<file path="config.mk">
export PLATFORM = sky130hd
export DESIGN_NAME = conv_loop_sequencer
export DESIGN_NICKNAME = d
export VERILOG_FILES = /design/src/rtl/conv_loop_sequencer_pkg.sv /design/src/rtl/conv_loop_sequencer_wrap.sv /design/src/rtl/conv_loop_sequencer.sv
export SDC_FILE = /design/constraint.sdc
export NUM_CORES = 1
export LEC_CHECK = 0
export BUFFER_PORTS_ARGS = -buffer_cell sky130_fd_sc_hd__buf_4
export CORE_UTILIZATION = 50
export CTS_CLUSTER_SIZE = 25
export DETAILED_ROUTE_END_ITERATION = 7
export GPL_TIMING_DRIVEN = 1
export HOLD_SLACK_MARGIN = 0.1
export PLACE_DENSITY = 0.83
export SYNTH_ARGS = -nofsm -noshare
export SYNTH_HDL_FRONTEND = slang
export SYNTH_SLANG_ARGS = --single-unit
</file>
<file path="constraint.sdc">
create_clock -name clk -period 3 [get_ports clk]
set_input_delay 0 -clock clk [delete_from_list [all_inputs] [get_ports clk]]
set_output_delay 0 -clock clk [all_outputs]
set_load 0.05 [all_outputs]
</file>
<file path="src/rtl/conv_loop_sequencer_pkg.sv">
// Shared widths, sequencer state encoding and index helpers for the
// convolution loop-nest sequencer.
package conv_loop_sequencer_pkg;

  localparam int BYTE      = 8;
  localparam int HALF_WORD = 16;

  typedef enum logic [1:0] {
    SEQ_IDLE  = 2'd0,
    SEQ_RUN   = 2'd1,
    SEQ_DRAIN = 2'd2,
    SEQ_DONE  = 2'd3
  } seq_state_e;

  // Value a wrap_counter will hold after the current edge.
  function automatic logic [BYTE-1:0] next_idx(input logic [BYTE-1:0] v,
                                                input logic            inc,
                                                input logic            wrap);
    if (wrap)     return '0;
    else if (inc) return v + 1'b1;
    else          return v;
  endfunction

  function automatic logic signed [HALF_WORD-1:0] to_hw(input logic [BYTE-1:0] v);
    return $signed({{(HALF_WORD-BYTE){1'b0}}, v});
  endfunction

endpackage

</file>
<file path="src/rtl/conv_loop_sequencer_wrap.sv">
// Byte-wide wrapping index counter; wrap is the carry into the next outer index.
module wrap_counter
  import conv_loop_sequencer_pkg::*;
(
  input  logic            clk,
  input  logic            reset,
  input  logic            inc,
  input  logic            clr,
  input  logic [BYTE-1:0] max,
  output logic [BYTE-1:0] value,
  output logic            wrap
);

  logic [BYTE-1:0] value_q;

  assign wrap  = inc && (value_q == max);
  assign value = value_q;

  always_ff @(posedge clk) begin
    if (reset)      value_q <= '0;
    else if (clr)   value_q <= '0;
    else if (wrap)  value_q <= '0;
    else if (inc)   value_q <= value_q + 1'b1;
  end

endmodule

</file>
<file path="src/rtl/conv_loop_sequencer.sv">
// Convolution loop-nest sequencer: walks j,k,i,m,n,l and issues taps.
// Optional padding-tap detection is built when PAD_DETECT_EN is defined.
module conv_loop_sequencer
  import conv_loop_sequencer_pkg::*;
#(
  parameter logic [BYTE-1:0] CONV_DIM_IMG    = 8'd32,
  parameter logic [BYTE-1:0] CONV_DIM_KERNEL = 8'd5,
  parameter logic [BYTE-1:0] CONV_DIM_CH     = 8'd3,
  parameter logic [BYTE-1:0] CONV_OUT_CH     = 8'd32,
  parameter logic [BYTE-1:0] CONV_DIM_OUT    = 8'd32,
  parameter logic [BYTE-1:0] STRIDE          = 8'd1,
  parameter logic [BYTE-1:0] PADDING         = 8'd2,
  parameter logic [BYTE-1:0] PIPE_DEPTH      = 8'd2
) (
  input  logic            clk,
  input  logic            reset,
  input  logic            start,
  input  logic            stall,
  output logic [BYTE-1:0] i,
  output logic [BYTE-1:0] j,
  output logic [BYTE-1:0] k,
  output logic [BYTE-1:0] m,
  output logic [BYTE-1:0] n,
  output logic [BYTE-1:0] l,
  output logic            enable,
  output logic            acc_clr,
  output logic            en_save,
  output logic            pad,
  output logic            busy,
  output logic            done
);

  seq_state_e state_q;
  logic [3:0] drain_cnt_q;
  logic       enable_q, acc_clr_q, en_save_q, busy_q, done_q;
  logic       l_wrap, n_wrap, m_wrap, i_wrap, k_wrap, j_wrap;
  logic       all_max, mnl_max, advance, idx_clr;

  assign mnl_max = (l == CONV_DIM_CH - 8'd1) && (n == CONV_DIM_KERNEL - 8'd1) &&
                   (m == CONV_DIM_KERNEL - 8'd1);
  assign all_max = mnl_max && (i == CONV_OUT_CH - 8'd1) &&
                   (k == CONV_DIM_OUT - 8'd1) && (j == CONV_DIM_OUT - 8'd1);
  // The final tap holds the indices at max instead of wrapping them.
  assign advance = (state_q == SEQ_RUN) && !stall && !all_max;
  assign idx_clr = (state_q == SEQ_IDLE) || (state_q == SEQ_DONE);

  wrap_counter u_l (.clk(clk), .reset(reset), .inc(advance), .clr(idx_clr),
                    .max(CONV_DIM_CH - 8'd1), .value(l), .wrap(l_wrap));
  wrap_counter u_n (.clk(clk), .reset(reset), .inc(l_wrap), .clr(idx_clr),
                    .max(CONV_DIM_KERNEL - 8'd1), .value(n), .wrap(n_wrap));
  wrap_counter u_m (.clk(clk), .reset(reset), .inc(n_wrap), .clr(idx_clr),
                    .max(CONV_DIM_KERNEL - 8'd1), .value(m), .wrap(m_wrap));
  wrap_counter u_i (.clk(clk), .reset(reset), .inc(m_wrap), .clr(idx_clr),
                    .max(CONV_OUT_CH - 8'd1), .value(i), .wrap(i_wrap));
  wrap_counter u_k (.clk(clk), .reset(reset), .inc(i_wrap), .clr(idx_clr),
                    .max(CONV_DIM_OUT - 8'd1), .value(k), .wrap(k_wrap));
  wrap_counter u_j (.clk(clk), .reset(reset), .inc(k_wrap), .clr(idx_clr),
                    .max(CONV_DIM_OUT - 8'd1), .value(j), .wrap(j_wrap));

  always_ff @(posedge clk) begin
    if (reset) begin
      state_q     <= SEQ_IDLE;
      drain_cnt_q <= '0;
      enable_q    <= 1'b0;
      acc_clr_q   <= 1'b0;
      en_save_q   <= 1'b0;
      busy_q      <= 1'b0;
      done_q      <= 1'b0;
    end else begin
      en_save_q <= 1'b0;
      done_q    <= 1'b0;
      case (state_q)
        SEQ_IDLE: begin
          if (start) begin
            state_q   <= SEQ_RUN;
            enable_q  <= 1'b1;
            acc_clr_q <= 1'b1;
            busy_q    <= 1'b1;
          end
        end
        SEQ_RUN: begin
          en_save_q <= enable_q && mnl_max;
          if (stall) begin
            enable_q  <= 1'b0;
            acc_clr_q <= 1'b0;
          end else if (all_max) begin
            state_q     <= SEQ_DRAIN;
            enable_q    <= 1'b0;
            acc_clr_q   <= 1'b0;
            drain_cnt_q <= PIPE_DEPTH[3:0] - 4'd1;
          end else begin
            enable_q  <= 1'b1;
            acc_clr_q <= m_wrap;
          end
        end
        SEQ_DRAIN: begin
          if (drain_cnt_q == 4'd0) begin
            state_q <= SEQ_DONE;
            busy_q  <= 1'b0;
            done_q  <= 1'b1;
          end else begin
            drain_cnt_q <= drain_cnt_q - 4'd1;
          end
        end
        default: state_q <= SEQ_IDLE;
      endcase
    end
  end

  assign enable  = enable_q;
  assign acc_clr = acc_clr_q;
  assign en_save = en_save_q;
  assign busy    = busy_q;
  assign done    = done_q;

`ifdef PAD_DETECT_EN
  logic [BYTE-1:0]             nj, nk, nm, nn;
  logic signed [HALF_WORD-1:0] row_d, col_d;
  logic                        pad_d, pad_q, tap_load;

  assign nj = next_idx(j, k_wrap, j_wrap);
  assign nk = next_idx(k, i_wrap, k_wrap);
  assign nm = next_idx(m, n_wrap, m_wrap);
  assign nn = next_idx(n, l_wrap, n_wrap);
  assign row_d = to_hw(STRIDE) * to_hw(nj) + to_hw(nm) - to_hw(PADDING);
  assign col_d = to_hw(STRIDE) * to_hw(nk) + to_hw(nn) - to_hw(PADDING);
  assign pad_d = row_d[HALF_WORD-1] || (row_d >= to_hw(CONV_DIM_IMG)) ||
                 col_d[HALF_WORD-1] || (col_d >= to_hw(CONV_DIM_IMG));
  assign tap_load = ((state_q == SEQ_IDLE) && start) || advance;

  always_ff @(posedge clk) begin
    if (reset)                                  pad_q <= 1'b0;
    else if (tap_load)                          pad_q <= pad_d;
    else if (!((state_q == SEQ_RUN) && stall))  pad_q <= 1'b0;
  end

  assign pad = pad_q;
`else
  logic unused_pad_cfg;
  assign unused_pad_cfg = ^{CONV_DIM_IMG, STRIDE, PADDING, j_wrap};
  assign pad = 1'b0;
`endif

endmodule
</file>
==> flow_summary_export.csv <==
group,metric,value,unit
global_routing,grt_pass1_wl,14300,um
synth,synth_edf_count,0,
global_routing,grt_max_degree,24,
clock_tree,numCtsBuffers,9,
synth,yosysWarnings,0,
worst_setup_path,reg2reg_slack,0.35,ns
routing,vias,3382,
placed_design,placedCellCount,528,
synth,ys_ff_latch,59,
sta,max_slew.worst_pin.slew,0.650,ns
global_routing,grt_overflow,0,
global_routing,grt_pass1_vias,3045,
worst_setup_path,max_stage_delay,0.70,ns
placed_design,portBuffers,56,
synth,ys.flop_type,"dfxtp_1",
sta,slew_viol_final,0,
worst_setup_path,ff2ff_path_depth,7,
power_and_ir_drop,power.share.clock,32.2,%
worst_setup_path,worstSetupStartpointType,"flop",
sta,tns,0,ns
sta,fmax,378,MHz
synth,synthArstFlopShare,0,%
synth,synth.distinct_cells,54,
power_and_ir_drop,pwr-share-seq,39.9,%
synth,syn_nets,421,
power_and_ir_drop,comb_power_share,27.9,%
worst_setup_path,crit_type,"flop to flop",
floorplanning,io_pins,58,
clock_tree,clock_path_buffers,2,
worst_setup_path,cp_cell_sequence,"inv_1, ha_1, or4b_4, or2_2, or4_1, nor4b_2, o22ai_1",
placed_design,place_congestion,0.845,
floorplanning,dieArea,0.00695,mm2
worst_setup_path,cp.arrival,2.87,ns
synth,synth_cells,403,
run_status,status,"complete, no violations",
synth,synth-compound-area-share,18.6,%
clock_tree,numClockSinks,59,
sta,period_minus_slack,2.65,ns
finish,drive_gt1_share,19.6,%
synth,synth_top_family_by_area,"simple AND/OR/NAND/NOR gates",
routing,dr.pass1.iters,5,
routing,drc_errors,0,
sta,finalSetupViolCount,0,
worst_setup_path,cp.required,3.23,ns
finish,multi_input_area,0.00197,mm2
placed_design,dp_hpwl,5960,um
clock_tree,cts_resized,0,
synth,synth-xor-area-share,1.85,%
floorplanning,start_util,51.8,%
routing,viasPerCell,6.18,
sta,relSlewSlack,56.5,%
synth,netlist_area,0.00331,mm2
synth,seq_area_frac_synth,35.7,%
power_and_ir_drop,power.internal,0.00141,W
global_routing,grt_usage,24.6,%
clock_tree,htree_levels,3,
power_and_ir_drop,p_switching,0.000745,W
sta,skew,0.00431,ns
routing,wire_per_inst,15.3,um
clock_tree,clk-insertion-delay-late,0.34,ns
power_and_ir_drop,p_leak,1.44,nW
finish,nets,483,
power_and_ir_drop,switching_share,34.6,%
routing,ant_nets,0,
clock_tree,cts_tree,"yes",
worst_setup_path,cp_max_fo,9,
sta,hold_violations,0,
floorplanning,die_h,83.4,um
global_routing,antenna_found_initial,0,
finish,num_antenna_cells,0,
synth,synth_fa_ha_area_share,5.29,%
hold_path,min_path_cells,3,
finish,areaGrowthSynthToFinish,22.2,%
finish,fillers,556,
synth,postSynthAreaPerCell,8.22,um2
power_and_ir_drop,power_density,532,mW/mm2
worst_setup_path,crit_path_top_delay_cell,"or4_1",
floorplanning,die_x,83.4,um
finish,final_cells,547,
clock_tree,root_buffer,"clkbuf_8",
worst_setup_path,end_kind,"flop",
clock_tree,clk_pin_slew,0.06,ns
floorplanning,num_rows,29,
synth,synthSimpleGateAreaFrac,31.5,%
sta,rsz0062_at_grt,"no",
hold_path,holdCritPathClass,"input pin to flop",
finish,seq_area,0.00118,mm2
routing,drtIter0Drc,183,
routing,routed_wl,8380,um
flow_run,maxCapViolCount,0,
sta,finalCritPeriodShare,88.2,%
power_and_ir_drop,peakVddDrop,0.577,mV
synth,synthMuxAreaShare,2.12,%
floorplanning,coreArea,0.00639,mm2
layout by cell type, fill, tap and decap left out, types with 4 or more instances in the layout:
cell type,netlist,final
dfxtp_1,59,59
a21oi_1,39,39
nor2_1,21,21
mux2i_1,7,7
inv_1,22,22
and4_1,4,4
nor3_1,12,12
nand2_1,21,21
xnor2_1,4,4
nand2b_1,5,5
nand3_1,25,25
ha_1,14,14
o31ai_1,20,20
nor4_1,7,7
buf_4,2,66
and3_1,9,9
clkbuf_8,0,13
o21ai_0,22,22
or4_1,19,19
nor2b_1,4,4
or3_1,15,15
nand4_1,11,11
cells in the mapped netlist, types with 3 or more instances:
library cell	count	share of area, %
dfxtp_1	59	36
a21oi_1	39	5.9
nand3_1	25	3.8
inv_1	22	2.5
o21ai_0	22	3.3
nand2_1	21	2.4
nor2_1	21	2.4
o31ai_1	20	4.5
or4_1	19	4.3
or3_1	15	2.8
ha_1	14	5.3
clkbuf_1	13	1.5
nor3_1	12	1.8
nand4_1	11	2.1
and3_1	9	1.7
mux2i_1	7	2.1
nor4_1	7	1.3
nand2b_1	5	0.94
and4_1	4	1.1
nor2b_1	4	0.76
xnor2_1	4	1.1
and2_1	3	0.57
buf_2	3	0.45
o211ai_1	3	0.68
xor2_1	3	0.79
path summary, 6_finish.rpt:
path,start,end
setup / recovery,u_m.value[0],drain_cnt_q[3]
hold / removal,reset,drain_cnt_q[0]
setup reg to reg,u_m.value[0],drain_cnt_q[3]
hold reg to reg,enable,en_save
registers in the layout, indices dropped and copies added, names as in the netlist:
register     cells
u_i.value        8
u_j.value        8
u_k.value        8
u_l.value        8
u_m.value        8
u_n.value        8
drain_cnt_q      4
state_q          2
acc_clr          1
busy             1
done             1
en_save          1
enable           1
stage by stage:
stage / util, % / power [W] / cell area (um2) / worst slack, ns / hold slack [ns]
after floorplan: - / 0.00130 / 3310 / 0.277 / 0.198
after global placement: 59.9 / 0.00145 / 3820 / 0.434 / 0.274
after detailed placement: 59.9 / 0.00146 / 3820 / 0.374 / 0.281
after CTS: 63.3 / 0.00215 / 4050 / 0.355 / 0.484
after global routing: 63.3 / 0.00226 / 4050 / 0.208 / 0.507
final: 63.3 / 0.00215 / 4050 / 0.354 / 0.491
kinds of logic (layout without fill, tap and decap cells):
logic type / Yosys count / count (layout)
fa+ha+maj: 14 / 14
simple gates: 174 / 174
compound gates: 101 / 101
other cells: 1 / 1
mux: 7 / 7
flops: 59 / 59
xor+xnor: 7 / 7
buf+inv: 40 / 107
area by class of cell:
class	count	share of cell area [%]
Clock inverter	1	0.124
Multi-Input combinational cell	304	48.7
Tap cell	77	2.38
Timing Repair Buffer	69	13.0
Inverter	22	2.04
Sequential cell	59	29.2
Clock buffer	15	4.61
metal layers:
metal  wire length [um]  track usage (%)  share of wire (%)  up-vias
met5                  0                0                  0        -
met1               3760             33.1                 45     1580
met2               3940             39.0                 47      145
met3                525             3.88                6.3       17
met4                161             10.7                1.9        0
li1                   -                -                  -     1640
power groups by stage:
stage                     clock (W)  combinational [W]  sequential, W
after global routing       0.000738           0.000658       0.000865
after floorplan                   0           0.000353       0.000952
after CTS                  0.000697           0.000596       0.000859
after detailed placement          0           0.000587       0.000876
after global placement            0           0.000575       0.000874
final                      0.000693           0.000600       0.000860
worst max-delay path: cells and delay by family (launching register included):
kind | cells | cell delay (ns)
AND/OR/NAND/NOR | 4 | 1.79
flip-flops | 1 | 0.35
adder cells (fa/ha/maj) | 1 | 0.15
buffers and inverters | 1 | 0.13
AO/OA/AOI/OAI | 1 | 0.11
what timing repair did:
action                                 4_1_cts  5_1_grt
buffers inserted                             0        0
hold buffers                                 3        0
endpoints found under the hold margin       11        0
No activity file was read; power rests on OpenSTA's default activity.
